$ cat config.mk
export PLATFORM = sky130hd
export DESIGN_NAME = samplerregs_bank
export DESIGN_NICKNAME = d
export VERILOG_FILES = /design/src/rtl/sync_pkg.sv /design/src/rtl/samplerregs_cell.sv /design/src/rtl/samplerregs_bank.sv
export SDC_FILE = /design/constraint.sdc
export NUM_CORES = 1
export LEC_CHECK = 0
export BUFFER_PORTS_ARGS = -buffer_cell sky130_fd_sc_hd__clkbuf_2
export CAP_MARGIN = 20
export CORE_ASPECT_RATIO = 0.5
export CORE_MARGIN = 4
export CORE_UTILIZATION = 35
export CTS_BUF_LIST = sky130_fd_sc_hd__clkbuf_2
export DETAILED_ROUTE_END_ITERATION = 12
export PLACE_DENSITY_LB_ADDON = 0.12
export SETUP_SLACK_MARGIN = 0.1
export SLEW_MARGIN = 20
export SYNTH_ARGS = -nofsm -noshare
export SYNTH_HDL_FRONTEND = slang
export SYNTH_HIERARCHICAL = 1
export SYNTH_SLANG_ARGS = --single-unit
$ cat constraint.sdc
create_clock -name clk -period 1.01 [get_ports clk]
set_input_delay 0.2525 -clock clk [delete_from_list [all_inputs] [get_ports clk]]
set_output_delay 0.2525 -clock clk [all_outputs]
set_load 0.05 [all_outputs]
$ cat src/rtl/sync_pkg.sv
// sync_pkg: shared address map and default widths for the synchroniser sampler.
// Revision 1.0
`default_nettype none

package sync_pkg;

  localparam int SYNC_DATA_W   = 16;
  localparam int SYNC_ADDR_W   = 8;
  localparam int SAMPLER_NREGS = 2;

  // Sampler configuration register map (offsets from the bank base address)
  localparam logic [SYNC_ADDR_W-1:0] NUMSAMPLESREG   = 8'h00;
  localparam logic [SYNC_ADDR_W-1:0] SUBVALUEREG     = 8'h01;
  localparam logic [SYNC_ADDR_W-1:0] SAMPLERCTRLREG  = 8'h02;
  localparam logic [SYNC_ADDR_W-1:0] SAMPLERTHRSHREG = 8'h03;

  // Register index width, never narrower than one bit.
  function automatic int sampler_idx_w(input int n);
    return (n > 1) ? $clog2(n) : 1;
  endfunction

endpackage

`default_nettype wire

$ cat src/rtl/samplerregs_cell.sv
// samplerregs_cell: one shadow/active register pair; shadow storage only with SAMPLERREGS_SHADOW_EN.
// Revision 1.0
`default_nettype none

module samplerregs_cell #(
  parameter int                DATA_W  = 16,
  parameter logic [DATA_W-1:0] RST_VAL = '0
) (
  input  logic              clk,
  input  logic              rst_n,
  input  logic              i_we,
  input  logic              i_xfer,
  input  logic [DATA_W-1:0] i_wdata,
  output logic [DATA_W-1:0] o_shadow,
  output logic [DATA_W-1:0] o_active
);

  logic [DATA_W-1:0] active_d, active_q;

`ifdef SAMPLERREGS_SHADOW_EN
  logic [DATA_W-1:0] shadow_d, shadow_q;

  always_comb begin
    shadow_d = shadow_q;
    if (i_we) shadow_d = i_wdata;
  end

  always_ff @(posedge clk or negedge rst_n) begin
    if (!rst_n) shadow_q <= RST_VAL;
    else        shadow_q <= shadow_d;
  end

  assign o_shadow = shadow_q;
`else
  // Without a shadow the "shadow" view is the active register itself.
  assign o_shadow = active_q;
`endif

  // A write takes priority; it only reaches here directly when there is no shadow.
  always_comb begin
    active_d = active_q;
    if (i_xfer) active_d = o_shadow;
`ifndef SAMPLERREGS_SHADOW_EN
    if (i_we)   active_d = i_wdata;
`endif
  end

  always_ff @(posedge clk or negedge rst_n) begin
    if (!rst_n) active_q <= RST_VAL;
    else        active_q <= active_d;
  end

  assign o_active = active_q;

endmodule

`default_nettype wire

$ cat src/rtl/samplerregs_bank.sv
// samplerregs_bank: NUM_REGS-wide sampler config bank; SAMPLERREGS_SHADOW_EN selects double buffering.
// Revision 1.0
`default_nettype none

module samplerregs_bank
  import sync_pkg::*;
#(
  parameter int                           NUM_REGS  = SAMPLER_NREGS,
  parameter int                           DATA_W    = SYNC_DATA_W,
  parameter int                           ADDR_W    = SYNC_ADDR_W,
  parameter int                           BASE_ADDR = 0,
  parameter logic [NUM_REGS*DATA_W-1:0]   RST_VAL   = '0
) (
  input  logic                         clk,
  input  logic                         rst_n,
  input  logic                         cfg_we,
  input  logic [ADDR_W-1:0]            cfg_addr,
  input  logic [DATA_W-1:0]            cfg_data_in,
  output logic [DATA_W-1:0]            cfg_data_out,
  output logic                         cfg_hit,
  input  logic                         sync_strobe,
  output logic [NUM_REGS*DATA_W-1:0]   reg_data_out,
  output logic                         upd_pending,
  output logic                         upd_pulse
);

  localparam int                IDX_W = sampler_idx_w(NUM_REGS);
  localparam logic [ADDR_W:0]   C_LO  = (ADDR_W+1)'(BASE_ADDR);
  localparam logic [ADDR_W-1:0] C_NUM = ADDR_W'(NUM_REGS);

  logic [ADDR_W:0]   diff;
  logic              hit;
  logic [IDX_W-1:0]  idx;
  logic [NUM_REGS-1:0] wr_en;
  logic              xfer;
  logic [DATA_W-1:0] shadow_w [NUM_REGS];

  logic [DATA_W-1:0] cfg_data_out_d, cfg_data_out_q;
  logic              cfg_hit_d, cfg_hit_q;
  logic              upd_pulse_d, upd_pulse_q;

  // The borrow out of the subtraction flags addresses below the base.
  always_comb begin
    diff = {1'b0, cfg_addr} - C_LO;
    hit  = !diff[ADDR_W] && (diff[ADDR_W-1:0] < C_NUM);
    idx  = diff[IDX_W-1:0];
  end

  always_comb begin
    wr_en          = '0;
    cfg_data_out_d = '0;
    for (int i = 0; i < NUM_REGS; i++) begin
      if (hit && (idx == IDX_W'(i))) begin
        wr_en[i]       = cfg_we;
        cfg_data_out_d = shadow_w[i];
      end
    end
    cfg_hit_d = hit;
  end

  generate
    for (genvar gi = 0; gi < NUM_REGS; gi++) begin : g_cell
      samplerregs_cell #(
        .DATA_W  (DATA_W),
        .RST_VAL (RST_VAL[gi*DATA_W +: DATA_W])
      ) u_cell (
        .clk      (clk),
        .rst_n    (rst_n),
        .i_we     (wr_en[gi]),
        .i_xfer   (xfer),
        .i_wdata  (cfg_data_in),
        .o_shadow (shadow_w[gi]),
        .o_active (reg_data_out[gi*DATA_W +: DATA_W])
      );
    end
  endgenerate

`ifdef SAMPLERREGS_SHADOW_EN
  logic upd_pending_d, upd_pending_q;

  // A write landing alongside a transfer keeps the flag set for the next strobe.
  always_comb begin
    xfer          = sync_strobe && upd_pending_q;
    upd_pulse_d   = xfer;
    upd_pending_d = upd_pending_q;
    if (xfer)   upd_pending_d = 1'b0;
    if (|wr_en) upd_pending_d = 1'b1;
  end

  always_ff @(posedge clk or negedge rst_n) begin
    if (!rst_n) upd_pending_q <= 1'b0;
    else        upd_pending_q <= upd_pending_d;
  end

  assign upd_pending = upd_pending_q;
`else
  // Actives reload from themselves on a strobe, so the strobe is functionally ignored.
  always_comb begin
    xfer        = sync_strobe;
    upd_pulse_d = |wr_en;
  end

  assign upd_pending = 1'b0;
`endif

  always_ff @(posedge clk or negedge rst_n) begin
    if (!rst_n) begin
      cfg_data_out_q <= '0;
      cfg_hit_q      <= 1'b0;
      upd_pulse_q    <= 1'b0;
    end else begin
      cfg_data_out_q <= cfg_data_out_d;
      cfg_hit_q      <= cfg_hit_d;
      upd_pulse_q    <= upd_pulse_d;
    end
  end

  assign cfg_data_out = cfg_data_out_q;
  assign cfg_hit      = cfg_hit_q;
  assign upd_pulse    = upd_pulse_q;

endmodule

`default_nettype wire

**Yosys cells after proc, flatten, opt, wreduce, memory -nomap -nowiden**

Index checks and enable logic that the tools add are counted.
W data, S select, Z words.

- Bits in read-only memories: 0
- Memories: 0
- Latch bits: 0
- Bits of input ports: 28
- Register bits: 50
- Memory bits (writable): 0
- Logic and storage cells: 14

- $add $sub $neg: 0
- Divide/modulo/power cells: 0
- Equal/unequal tests: 0
- $lt $le $gt $ge: 1
- Multiply operators: 0
- Reduce and logical (&&, ||, !) cells: 3
- Shift-type cells: 0
- Mux-type cells: 4
- Bitwise logic cells: 1

Operators by type and width:

| kind | count |
|---|---|
| $mux W16 | 2 |
| $lt A8 B2 Y1 const B | 1 |
| $logic_and A1 B1 Y1 | 2 |
| $mux W1 | 2 |
| $reduce_or A2 Y1 | 1 |
| $not A1 Y1 | 1 |

**Depth between registers and ports, before layout**

- Depth after elaboration: 4
- Gate-level depth with buffers: 7
- Depth with buffers taken out: 3

**Cells and area by module**

The synthesis kept the hierarchy.

By module, submodules not included:

| module | sequential area each (um^2) | times used | area each (um^2) | cells an instance |
|---|---|---|---|---|
| samplerregs_cell | 400.4 | 2 | 769.5 | 50 |
| samplerregs_bank | 450.4 | 1 | 802.0 | 66 |

**Worst setup path after synthesis**

No wires, ideal clock.

- Path type: in2reg
- From: in cfg_addr[2]
- To: reg g_cell[1].u_cell.active_q[10]
- Arrival time: 1738 ps
- Path slack: -853 ps
- Stages on the path: 6
- Path buffers: 3
- Cells stage by stage: or4_4 > buf_6 > nor3_1 > buf_6 > buf_12 > mux2_4

- Longest elaborated chain between the ends: 3

RTL lines:

| element | RTL line | source |
|---|---|---|
| start, declared | samplerregs_bank.sv:17 | `input logic [ADDR_W-1:0] cfg_addr,` |
| $lt A8 B2 Y1 | samplerregs_bank.sv:45 | `hit = !diff[ADDR_W] && (diff[ADDR_W-1:0] < C_NUM);` |
| $logic_and A1 B1 Y1 | samplerregs_bank.sv:53 | `if (hit && (idx == IDX_W'(i))) begin` |
| $mux W1 | samplerregs_bank.sv:53 |  |
| net wr_en[1] | samplerregs_bank.sv:34 | `logic [NUM_REGS-1:0] wr_en;` |
| end signal, assigned | samplerregs_cell.sv:50 | `else active_q <= active_d;` |
| end, declared | samplerregs_cell.sv:18 | `logic [DATA_W-1:0] active_d, active_q;` |

The timed path passes the listed nets, and every way through them passes these cells.
A chain may end at the register's enable or synchronous reset.

**Worst setup path after layout**

- From: in cfg_addr[2]
- To: reg g_cell[0].u_cell.active_q[14]

- Longest elaborated chain between the ends: 3

RTL lines:

| element | RTL line |
|---|---|
| $lt A8 B2 Y1 | samplerregs_bank.sv:45 |
| $logic_and A1 B1 Y1 | samplerregs_bank.sv:53 |
| $mux W1 | samplerregs_bank.sv:53 |
| net wr_en[0] | samplerregs_bank.sv:34 |
| end signal, assigned | samplerregs_cell.sv:50 |
| end, declared | samplerregs_cell.sv:18 |

The timed path passes the listed nets, and every way through them passes these cells.

==> flow_metrics.py <==
metrics = {
    "place": {
        "gp_congestion": 0.7219,
        "hpwl_mm": 3.629,
        "dpl_worst_slack_ns": -0.8176,
        "numPortBuffers": 76,
    },
    "floorplan": {
        "chipWidth_um": 123.7,
        "rows": 20,
        "ioPinCount": 79,
        "dieArea_mm2": 0.008141,
        "start_util_pct": 37.27,
        "die_h_um": 65.83,
        "coreArea_mm2": 0.006281,
    },
    "worst_setup_path": {
        "crit_required_ns": 1.31,
        "cp-start-kind": "primary input",
        "crit_type": "in2reg",
        "end_kind": "flop",
        "arrival_ns": 1.70,
        "cp_max_fo": 5,
    },
    "power": {
        "p_per_area_mw_per_mm2": 1028,
        "leakage_uw": 0.001871,
        "ir_worst_vdd_uv": 476.6,
    },
    "cts": {
        "numCtsBuffers": 5,
        "ctsLongestPathBuffers": 2,
        "clkLatencyLatePin_ns": 0.40,
        "cts.clk_slew.worst_paths_ns": 0.27,
        "cts_max_level": 2,
        "root_buffer": "clkbuf_2",
        "cts_tree": "done",
        "cts.sinks": 50,
    },
    "synthesis": {
        "synth_flop_cell": "dfrtp_1",
        "synth_most_common_cell": "dfrtp_1",
        "syn-num-nets": 194,
        "synthTopCellsByCount": "50 x dfrtp_1, 33 x buf_4, 20 x mux2_4, 18 x nor3_1, 16 x mux2i_1",
        "syn_avg_cell_area_um2": 14.10,
        "synth_top_area_cell": "dfrtp_1",
        "ys_ff_latch": 50,
        "synthCells": 166,
        "synth.cell_area_mm2": 0.002341,
        "synth.distinct_cells": 17,
        "yosysWarnings": 6,
        "synth_area_leaders": "dfrtp_1 53%, mux2_4 13%, buf_4 11%",
        "synth_seq_area_share_pct": 53.45,
        "yosysTopAreaCellShare_pct": 53.45,
        "synth_edf_count": 0,
        "async_flop_share_pct": 100.0,
    },
    "finish": {
        "drive_above_1_share_pct": 79.22,
        "area_growth_pct": 61.95,
        "n_antenna_cell": 0,
        "fin_nets": 282,
        "nFillCells": 509,
    },
    "status": {
        "violations": "negative setup slack",
        "status": "finished with violations",
    },
    "global_route": {
        "gr-total-overflow": 0,
        "antenna_found_initial": 0,
        "grt_max_degree": 51,
        "grt_pass1_wl_mm": 9.142,
        "groute.usage.overall_pct": 15.13,
        "first_global_vias": 1694,
    },
    "hold_path": {
        "hp-class": "in2reg",
    },
    "timing": {
        "hold_viol": 0,
        "setup_viol": 88,
        "rsz0062_at_grt": "yes",
        "timing.final.crit_share_pct": 138.3,
        "min_period_ns": 1.397,
        "clock.fmax_mhz": 715.9,
        "tns_ns": -23.97,
        "final-max-slew-violation-count": 0,
        "finalWorstSetupSlack_ns": -0.3868,
        "finClkSkew_ns": 0.02566,
    },
    "detailed_routing": {
        "avgViaCountPerCell": 4.446,
        "route.detailed.drc": 0,
        "via_count": 1525,
        "drt_iter0_markers": 27,
        "dr.pass1.iters": 4,
        "drtAntennaViolNets": 0,
        "routedWlPerCell_um": 17.23,
        "totalWireLength_mm": 5.911,
    },
    "job": {
        "maxCapViolCount": 0,
    },
}
[logic make-up after synthesis]
logic type | count (synthesis) | synth area share, %
flops | 50 | 53.45
simple gates | 23 | 5.826
other cells | 1 | 0.1602
mux | 48 | 25.44
buf+inv | 44 | 15.13
[final cells by class]
type / instances / area [um^2] / area share [%]
flip-flops and latches: 50 / 1260 / 33.23
inverters: 1 / 3.754 / 0.09901
repair buffers: 124 / 1366 / 36.04
well taps: 88 / 110.1 / 2.904
clock buffers: 7 / 35.03 / 0.9241
clock inverters: 1 / 7.507 / 0.1980
multi-input cells: 72 / 1008 / 26.60
[metrics by stage]
step	std cells	instance area [um^2]	utilization, %	power [uW]	hold WS [ns]
5_1_grt	343	3791	60.36	4097	-0.003312
3_5_place_dp	300	2673	42.55	2765	0.2668
6_report	343	3791	60.36	3899	0.06068
4_1_cts	340	3500	55.72	3791	0.02725
2_1_floorplan	166	2431	-	2629	-0.04309
3_3_place_gp	300	2673	42.55	2758	0.2672
[state kept, by name, summed over array words and instances, names as in the netlist]
name,flops
cfg_data_out,16
cfg_hit,1
g_cell.u_cell/o_active,32
upd_pulse,1
[placed cells by master, fill, tap and decap left out, types with 3 or more instances in the layout]
cell type	Yosys	routed
mux2_4	20	32
buf_6	4	20
dfrtp_2	0	7
buf_8	0	50
mux2i_4	0	3
buf_4	33	23
dfrtp_1	50	43
clkbuf_2	0	33
nor3_4	0	10
nor3_2	0	8
mux2i_2	0	8
mux2i_1	16	5
[critical path, stage by stage]
cell	delay (ns)
clkbuf_2	0.08
or4_4	0.57
nor4_4	0.29
buf_6	0.20
mux2_4	0.30
[routing by layer]
layer  GRT usage, %  share of wire (%)  up-vias
met5              0                  0        -
met4          2.483               0.46        0
met3          3.248                4.6        2
met2          25.42                 48       41
met1          20.47                 47      775
li1               -                  -      707
[worst paths after layout]
kind / endpoint / depth (start not counted) / start / slack [ns]
min in group asynchronous: g_cell[1].u_cell/o_active[0]$_DFFE_PN0P_ / 3 / rst_n / 0.33
setup reg to reg: g_cell[0].u_cell/o_active[11]$_DFFE_PN0P_ / 3 / g_cell[0].u_cell/o_active[11]$_DFFE_PN0P_ / -0.05
hold / removal: g_cell[0].u_cell/o_active[13]$_DFFE_PN0P_ / 2 / cfg_data_in[13] / 0.06
hold reg to reg: g_cell[1].u_cell/o_active[10]$_DFFE_PN0P_ / 1 / g_cell[1].u_cell/o_active[10]$_DFFE_PN0P_ / 0.60
max in group asynchronous: g_cell[1].u_cell/o_active[10]$_DFFE_PN0P_ / 3 / rst_n / 0.40
setup / recovery: g_cell[0].u_cell/o_active[14]$_DFFE_PN0P_ / 5 / cfg_addr[2] / -0.39
[what timing repair did]
action	4_1_cts	5_1_grt
endpoints found under the setup margin	90	99
hold buffers	1	1
pin swaps	13	9
hold endpoints to repair	50	1
buffers inserted	29	9
gates resized for setup	121	95
cloned	2	0
[power by group]
group,switching (uW),internal [uW]
combinational,483,449
sequential,69.1,2070
clock,636,192
No activity file was read; power rests on OpenSTA's default activity.
